### config.mk
export PLATFORM = sky130hd
export DESIGN_NAME = ctu_dbg_port_ser
export DESIGN_NICKNAME = d
export VERILOG_FILES = /design/src/rtl/ctu_dbg_port_ser_pkg.sv /design/src/rtl/ctu_dbg_port_ser_fifo.sv /design/src/rtl/ctu_dbg_port_ser.sv
export SDC_FILE = /design/constraint.sdc
export NUM_CORES = 1
export LEC_CHECK = 0
export CAP_MARGIN = 15
export CELL_PAD_IN_SITES_DETAIL_PLACEMENT = 1
export CELL_PAD_IN_SITES_GLOBAL_PLACEMENT = 2
export CORE_ASPECT_RATIO = 0.8
export CORE_UTILIZATION = 45
export DETAILED_ROUTE_END_ITERATION = 10
export PLACE_DENSITY = 0.89
export SYNTH_ARGS = -nofsm -noshare
export SYNTH_HDL_FRONTEND = slang
export SYNTH_SLANG_ARGS = --single-unit
### constraint.sdc
create_clock -name rclk -period 3.8 [get_ports rclk]
set_input_delay 0.76 -clock rclk [delete_from_list [all_inputs] [get_ports rclk]]
set_output_delay 0.76 -clock rclk [all_outputs]
set_load 0.02 [all_outputs]
### src/rtl/ctu_dbg_port_ser_pkg.sv
// Shared CTU debug package: FSM state encoding, beat/word widths and the
// helpers that split a captured debug word into its port beats.
package ctu_dbg_port_ser_pkg;

    localparam int BEAT_W = 20;
    localparam int WORD_W = 40;
    localparam int TS_W   = 20;

    typedef enum logic [1:0] {
        ST_IDLE = 2'b00,
        ST_LO   = 2'b01,
        ST_HI   = 2'b10,
        ST_TS   = 2'b11
    } dbg_state_e;

    // Low half of a debug word, sent as the first data beat.
    function automatic logic [BEAT_W-1:0] word_lo(input logic [WORD_W-1:0] w);
        return w[BEAT_W-1:0];
    endfunction

    // High half of a debug word, sent as the second data beat.
    function automatic logic [BEAT_W-1:0] word_hi(input logic [WORD_W-1:0] w);
        return w[WORD_W-1:BEAT_W];
    endfunction

endpackage

### src/rtl/ctu_dbg_port_ser_fifo.sv
// ctu_dbg_fifo: small synchronous FIFO holding captured debug words.
// A push and a pop on the same edge are allowed even when full; the
// caller is responsible for never pushing a full FIFO without a pop and
// never popping an empty one.
module ctu_dbg_fifo #(
    parameter int DEPTH = 4,
    parameter int PTR_W = 2,
    parameter int WIDTH = 40
) (
    input  logic             clk,
    input  logic             reset,
    input  logic             push,
    input  logic             pop,
    input  logic [WIDTH-1:0] wdata,
    output logic [WIDTH-1:0] rdata,
    output logic [PTR_W:0]   count
);

    logic [WIDTH-1:0] mem_r [DEPTH];
    logic [PTR_W-1:0] wr_ptr_r;
    logic [PTR_W-1:0] rd_ptr_r;
    logic [PTR_W:0]   count_r;

    // Pointer and occupancy bookkeeping; pointers wrap naturally (DEPTH is a power of two).
    always_ff @(posedge clk) begin
        if (reset) begin
            wr_ptr_r <= {PTR_W{1'b0}};
            rd_ptr_r <= {PTR_W{1'b0}};
            count_r  <= {(PTR_W+1){1'b0}};
        end else begin
            if (push) begin
                wr_ptr_r <= wr_ptr_r + PTR_W'(1'b1);
            end
            if (pop) begin
                rd_ptr_r <= rd_ptr_r + PTR_W'(1'b1);
            end
            case ({push, pop})
                2'b10:   count_r <= count_r + (PTR_W+1)'(1'b1);
                2'b01:   count_r <= count_r - (PTR_W+1)'(1'b1);
                default: count_r <= count_r;
            endcase
        end
    end

    // Storage: cleared on reset so no stale word can ever reach the port.
    always_ff @(posedge clk) begin
        if (reset) begin
            for (int i = 0; i < DEPTH; i++) begin
                mem_r[i] <= {WIDTH{1'b0}};
            end
        end else if (push) begin
            mem_r[wr_ptr_r] <= wdata;
        end
    end

    assign rdata = mem_r[rd_ptr_r];
    assign count = count_r;

endmodule

### src/rtl/ctu_dbg_port_ser.sv
// ctu_dbg_port_ser: captures 40-bit L2 debug words into a FIFO and
// serialises them onto a 20-bit debug port as framed beats (low half with
// sof, then high half). Words arriving while the FIFO is full and not
// being popped are dropped and counted (saturating).
// Optional build macro CTU_DBG_PORT_TS_EN: adds a free-running 20-bit
// cycle counter captured with each word and sent as a leading TS beat.
module ctu_dbg_port_ser
    import ctu_dbg_port_ser_pkg::*;
#(
    parameter int DEPTH  = 4,
    parameter int PTR_W  = 2,
    parameter int DROP_W = 8
) (
    input  logic              rclk,
    input  logic              reset,
    input  logic [WORD_W-1:0] l2_dbgbus_in,
    input  logic              enable_01,
    input  logic              dbg_en,
    output logic [BEAT_W-1:0] dbg_port_data,
    output logic              dbg_port_vld,
    output logic              dbg_port_sof,
    output logic [DROP_W-1:0] dbg_drop_cnt,
    output logic              dbg_fifo_empty
);

`ifdef CTU_DBG_PORT_TS_EN
    localparam int FIFO_W = WORD_W + TS_W;
`else
    localparam int FIFO_W = WORD_W;
`endif

    localparam logic [PTR_W:0] DEPTH_C = (PTR_W+1)'(DEPTH);

    logic [FIFO_W-1:0] wdata_s;
    logic [FIFO_W-1:0] head_s;
    logic [PTR_W:0]    count_s;
    logic              capture_s;
    logic              full_s;
    logic              push_s;
    logic              pop_s;
    logic              drop_s;

    dbg_state_e        state_r;
    dbg_state_e        state_nxt_s;
    dbg_state_e        first_state_s;
    logic [BEAT_W-1:0] first_data_s;
    logic [BEAT_W-1:0] data_r;
    logic [BEAT_W-1:0] data_nxt_s;
    logic              vld_r;
    logic              vld_nxt_s;
    logic              sof_r;
    logic              sof_nxt_s;
    logic [DROP_W-1:0] drop_cnt_r;

    // The head leaves the FIFO as its high beat is loaded, so a full FIFO
    // can still accept a word on that same edge.
    assign capture_s = enable_01 & dbg_en;
    assign full_s    = (count_s == DEPTH_C);
    assign pop_s     = (state_r == ST_LO);
    assign push_s    = capture_s & (~full_s | pop_s);
    assign drop_s    = capture_s & full_s & ~pop_s;

`ifdef CTU_DBG_PORT_TS_EN
    logic [TS_W-1:0] ts_r;

    // Free-running cycle stamp, wraps modulo 2^20.
    always_ff @(posedge rclk) begin
        if (reset) begin
            ts_r <= {TS_W{1'b0}};
        end else begin
            ts_r <= ts_r + TS_W'(1'b1);
        end
    end

    assign wdata_s       = {ts_r, l2_dbgbus_in};
    assign first_state_s = ST_TS;
    assign first_data_s  = head_s[FIFO_W-1:WORD_W];
`else
    assign wdata_s       = l2_dbgbus_in;
    assign first_state_s = ST_LO;
    assign first_data_s  = word_lo(head_s[WORD_W-1:0]);
`endif

    ctu_dbg_fifo #(
        .DEPTH (DEPTH),
        .PTR_W (PTR_W),
        .WIDTH (FIFO_W)
    ) u_fifo (
        .clk   (rclk),
        .reset (reset),
        .push  (push_s),
        .pop   (pop_s),
        .wdata (wdata_s),
        .rdata (head_s),
        .count (count_s)
    );

    // Next-state and next-beat selection; every beat is loaded into the
    // output registers on the edge that enters its state.
    always_comb begin
        state_nxt_s = state_r;
        data_nxt_s  = {BEAT_W{1'b0}};
        vld_nxt_s   = 1'b0;
        sof_nxt_s   = 1'b0;
        case (state_r)
            ST_IDLE, ST_HI: begin
                if (count_s != {(PTR_W+1){1'b0}}) begin
                    state_nxt_s = first_state_s;
                    data_nxt_s  = first_data_s;
                    vld_nxt_s   = 1'b1;
                    sof_nxt_s   = 1'b1;
                end else begin
                    state_nxt_s = ST_IDLE;
                end
            end
`ifdef CTU_DBG_PORT_TS_EN
            ST_TS: begin
                state_nxt_s = ST_LO;
                data_nxt_s  = word_lo(head_s[WORD_W-1:0]);
                vld_nxt_s   = 1'b1;
                sof_nxt_s   = 1'b0;
            end
`endif
            ST_LO: begin
                state_nxt_s = ST_HI;
                data_nxt_s  = word_hi(head_s[WORD_W-1:0]);
                vld_nxt_s   = 1'b1;
                sof_nxt_s   = 1'b0;
            end
            default: begin
                state_nxt_s = ST_IDLE;
            end
        endcase
    end

    // FSM state and registered port outputs; reset abandons any word in flight.
    always_ff @(posedge rclk) begin
        if (reset) begin
            state_r <= ST_IDLE;
            data_r  <= {BEAT_W{1'b0}};
            vld_r   <= 1'b0;
            sof_r   <= 1'b0;
        end else begin
            state_r <= state_nxt_s;
            data_r  <= data_nxt_s;
            vld_r   <= vld_nxt_s;
            sof_r   <= sof_nxt_s;
        end
    end

    // Saturating count of words lost to a full FIFO.
    always_ff @(posedge rclk) begin
        if (reset) begin
            drop_cnt_r <= {DROP_W{1'b0}};
        end else if (drop_s && (drop_cnt_r != {DROP_W{1'b1}})) begin
            drop_cnt_r <= drop_cnt_r + DROP_W'(1'b1);
        end else begin
            drop_cnt_r <= drop_cnt_r;
        end
    end

    assign dbg_port_data  = data_r;
    assign dbg_port_vld   = vld_r;
    assign dbg_port_sof   = sof_r;
    assign dbg_drop_cnt   = drop_cnt_r;
    assign dbg_fifo_empty = (count_s == {(PTR_W+1){1'b0}});

endmodule

* Word-level counts from Yosys, hierarchy flattened
Memories as Yosys holds them, arrays and structs flattened. A register that Yosys moved wholly into a read port is not among the register bits.
Index checks and enable logic that the tools add are counted.
Widths: inputs -> output; s select.
** Storage, ports and cells
- Memories :: 1
- Bits in writable memories :: 160
- Memory bits (read-only) :: 0
- Bits of input ports :: 44
- Logic and storage cells :: 53
- Latch bits :: 0
- Register bits after elaboration :: 39
- Output and inout port bits :: 31
** Operators by class
- Multipliers :: 0
- Bitwise gates (word level) :: 8
- $add $sub $neg :: 5
- Equality and inequality tests :: 6
- Div/mod/pow operators :: 0
- Reductions and logical operators :: 8
- Shifts and indexed selects :: 0
- Order comparisons :: 0
- Multiplexer cells :: 17
** Memories
- u_fifo.mem_r :: depth 4, width 40, read ports 1, clocked after Yosys merged registers in 1, wr ports 4, RTL line ctu_dbg_port_ser_fifo.sv:19 : logic [WIDTH-1:0] mem_r [DEPTH];
** Operators by type and width (count)
- $mux 40 :: 1
- $pmux 20 s2 :: 1
- $reduce_or 40->1 :: 1
- $mux 20 :: 1
- $add 8x1->8 const B :: 1
- $mux 1 :: 8
- $ne 8x8->1 const B :: 1
- $mux 2 :: 3
- $pmux 3 s2 :: 1
- $add 2x1->2 const B :: 2
- $and 1x1->1 :: 4
- $eq 2x1->1 const B :: 2
- $eq 2x2->1 const B :: 2
- $pmux 2 s2 :: 1
- $reduce_or 2->1 :: 2
- $add 3x1->3 const B :: 1
- $eq 3x3->1 const B :: 1
- $logic_not 3->1 :: 1
- $not 1->1 :: 3
- $reduce_bool 3->1 :: 1
- $sub 3x1->3 const B :: 1
- $logic_not 2->1 :: 1
- $pmux 1 s2 :: 1
- $reduce_bool 2->1 :: 1
- other kinds (2) :: 2

* Logic depth before layout (Yosys ltp)
- Depth after elaboration :: 9
- Mapped depth :: 6

* Modules after synthesis
A second synthesis with hierarchy kept.
** Unflattened totals
- Cells, all modules :: 559
- Area total of the unflattened synthesis :: 8463.1 um^2
** By module, submodules not included
- ctu_dbg_fifo :: area each 7238.2 um^2, times used 1, cells an instance 428
- ctu_dbg_port_ser :: area each 1224.9 um^2, times used 1, cells an instance 131

* Worst setup path after synthesis
OpenSTA, ideal clock, no wires.
- Kind :: input -> register
- Start :: input reset
- End :: memory u_fifo.mem_r[1][0] (enable)
- Setup time :: 396 ps
- Stages on the path :: 3
- Path slack :: 1197 ps
- Required time :: 3404 ps
- Arrival :: 2207 ps
- Path through :: clkbuf_1 clkbuf_1 a21o_1
** RTL lines
- start, declared :: RTL line ctu_dbg_port_ser.sv:15 : input logic reset,
- end, declared :: RTL line ctu_dbg_port_ser_fifo.sv:19

* Worst setup path in the final report
- Start :: register u_fifo.count_r[0] (netlist: u_fifo.count[0])
- End :: output dbg_fifo_empty
** Between the ends
- Word-level cells in the longest chain between the ends :: 1
** RTL lines
- start, declared :: RTL line ctu_dbg_port_ser_fifo.sv:22 : logic [PTR_W:0] count_r;
- start signal, assigned :: RTL line ctu_dbg_port_ser_fifo.sv:29 : count_r <= {(PTR_W+1){1'b0}};
- start signal, assigned :: RTL line ctu_dbg_port_ser_fifo.sv:38 : 2'b10: count_r <= count_r + (PTR_W+1)'(1'b1);
- start signal, assigned :: RTL line ctu_dbg_port_ser_fifo.sv:39 : 2'b01: count_r <= count_r - (PTR_W+1)'(1'b1);
- $logic_not 3->1 :: RTL line ctu_dbg_port_ser.sv:166 : assign dbg_fifo_empty = (count_s == {(PTR_W+1){1'b0}});
- end, declared :: RTL line ctu_dbg_port_ser.sv:23 : output logic dbg_fifo_empty
No other way between the ends.

==> results.json <==
{
  "status": "finished clean",
  "hold_viol": 0,
  "clkTransAtPathRegs_ps": 60,
  "wl_per_cell_um": 22.1,
  "syn_avg_cell_area_um2": 15.0,
  "critPathLaunchType": "flip-flop",
  "drv_cap": 0,
  "core-area_um2": 18300,
  "place_area_um2": 9440,
  "ys.flop_type": "edfxtp_1",
  "synth_cell_type_count": 37,
  "postRouteAntennaNets": 0,
  "setup_ws_ps": 1020,
  "max-vdd-ir-drop_v": 0.000369,
  "drt_iter0_markers": 316,
  "cts_setup_buffers": 0,
  "arrival_ps": 2020,
  "vias": 4959,
  "drt-vias-per-instance": 5.53,
  "ys_seq_area_share_pct": 66.7,
  "initial_core_util_pct": 46.2,
  "yosysWarnings": 0,
  "synth_top_area_cell": "edfxtp_1",
  "fin_nets": 676,
  "reg2reg_setup_slack_ps": 1600,
  "finalSetupViolCount": 0,
  "synth-edff-count": 160,
  "final.setup.tns_ps": 0,
  "antenna_found_initial": 0,
  "synthCells": 561,
  "path_class": "reg2out",
  "die_w_um": 155,
  "cts_resized": 0,
  "grt_overflow": 0,
  "cts_tree": "done",
  "async_flop_share_pct": 0,
  "cts-root-buf": "clkbuf_16",
  "rsz0062_at_grt": "false",
  "hold_start": "dbg_drop_cnt[7]",
  "grt_pass1_wl_mm": 30.4,
  "use_met3_pct": 2.96,
  "synth_common_cells": "edfxtp_1, and2_1, and3_1",
  "slew_violations": 0,
  "required_ps": 3040,
  "clock_sink_count": 201,
  "reg2reg_depth": 4,
  "grt_pass1_vias": 5472,
  "nFillCells": 1764,
  "gp_congestion": 0.744,
  "period_share_pct": 73.2,
  "synth_most_common_cell": "edfxtp_1",
  "syn_to_final_growth_pct": 19.7,
  "num_antenna_cells": 0,
  "ys_ff_latch": 201,
  "first_pass_iters": 4,
  "min_path_type": "reg2reg",
  "end_kind": "primary output",
  "htreeDepth": 1,
  "drc": 0,
  "drive_gt1_share_pct": 14.8,
  "wl_mm": 19.8,
  "dp_slack_ps": 813,
  "r2r-end": "u_fifo.mem_r[1][18]",
  "grt_max_degree": 81,
  "postCtsHoldBufs": 0,
  "hpwl_mm": 11.4,
  "pwr_density_cell_nw_per_um2": 581,
  "cts_made_buffers": 21,
  "grtUsageMet1_pct": 26.7,
  "min_period_ps": 2780,
  "ios": 75,
  "rows": 44,
  "syn_nets": 607,
  "hold_end": "dbg_drop_cnt[7]",
  "tightest_slew_ps": 1010,
  "relSlewSlack_pct": 32.7,
  "hold_depth": 2,
  "cp_max_fo": 5,
  "synth_top_area_share_pct": 56.9,
  "p_leak_nw": 3.70,
  "fin_area_um2": 10100,
  "clk_path_buf_depth": 3,
  "clock_latency_ps": 500,
  "dieArea_um2": 19300,
  "fin_skew_ps": 11.3,
  "track_usage_pct": 21.0,
  "clock.fmax_ghz": 0.359,
  "netlist_top_cells_area": "edfxtp_1, mux4_2, dfxtp_1, and2_1, and3_1",
  "rr_startpoint": "state_r[0]",
  "io_buffers": 74,
  "syn_area_um2": 8440,
  "die_y_um": 124,
  "busiest_layer": "met2",
  "grt_use_met2_pct": 37.0
}
## placed cells by master, fill, tap and decap left out, types with 4 or more instances in the layout
cell and n:
buf_4 11, a21oi_1 9, mux4_2 40, dfxtp_1 40, nand2_1 4, o21ai_0 4, nand3_1 4, clkdlybuf4s50_1 74
nor2_1 31, clkinv_2 4, nor3_1 7, edfxtp_1 160, clkbuf_1 5, and3_1 42, and2_1 121, a22oi_1 20
clkbuf_16 21
## sequential cells by signal (all words and copies together) (netlist names), named ones only
register and count:
state_r 2, dbg_port_vld 1, u_fifo.count 3, dbg_port_sof 1
u_fifo.wr_ptr_r 2, u_fifo.rd_ptr_r 2, dbg_drop_cnt 8, dbg_port_data 20
u_fifo.mem_r 160
## cell type report
class                           count  area, um^2  share of cell area, %
Clock inverter                      8        73.8                  0.731
Sequential cell                   201        5630                   55.7
Tap cell                          253         317                   3.13
Clock buffer                       29         586                   5.80
Multi-Input combinational cell    317        2640                   26.2
Timing Repair Buffer               86         843                   8.35
Inverter                            3        11.3                  0.111
## where the power goes
group          switching [mW]  internal [mW]
sequential              0.139           2.57
clock                   0.844           1.15
combinational           0.609          0.554
## worst max-delay path by stage
| stage | depth (start not counted) | from | slack, ps | end |
|---|---|---|---|---|
| 2_1_floorplan | 3 | reset | 1200 | u_fifo.mem_r[1][0] |
| 3_3_place_gp | 5 | enable_01 | 940 | u_fifo.mem_r[3][13] |
| 4_1_cts | 2 | u_fifo.count[0] | 1010 | dbg_fifo_empty |
| 5_1_grt | 2 | u_fifo.count[0] | 900 | dbg_fifo_empty |
| 3_5_place_dp | 5 | enable_01 | 810 | u_fifo.mem_r[1][13] |
| 6_report | 2 | u_fifo.count[0] | 1020 | dbg_fifo_empty |
## cells by family after synthesis
| group | after synthesis | synth area share, % |
|---|---|---|
| flip-flops | 201 | 66.7 |
| buffers and inverters | 43 | 2.11 |
| adder cells (fa/ha/maj) | 2 | 0.385 |
| AO/OA/AOI/OAI | 44 | 3.78 |
| AND/OR/NAND/NOR | 224 | 15.6 |
| multiplexers | 42 | 10.9 |
| XOR/XNOR | 5 | 0.519 |
## worst max-delay path, cell delays in order (launching register included)
cell	delay, ps
dfxtp_1	380
nor3_1	440
clkdlybuf4s50_1	700
## metrics by stage
step                      hold WS (ps)  power, mW  util, %  instances
final                              498       5.87     55.3        897
after global routing               526       6.08     55.3        897
after CTS                          501       5.93     55.3        897
after detailed placement           491       3.94     51.7        860
after global placement             476       3.89     51.7        860
after floorplan                    484       3.47        -        561
## per-layer routing
metal  vias to the layer above  wire (um)
met4                         0        573
met2                       137      10100
li1                       2229          -
met3                        36        909
met5                         -          0
met1                      2557       8210
(Power assumes the default switching activity.)
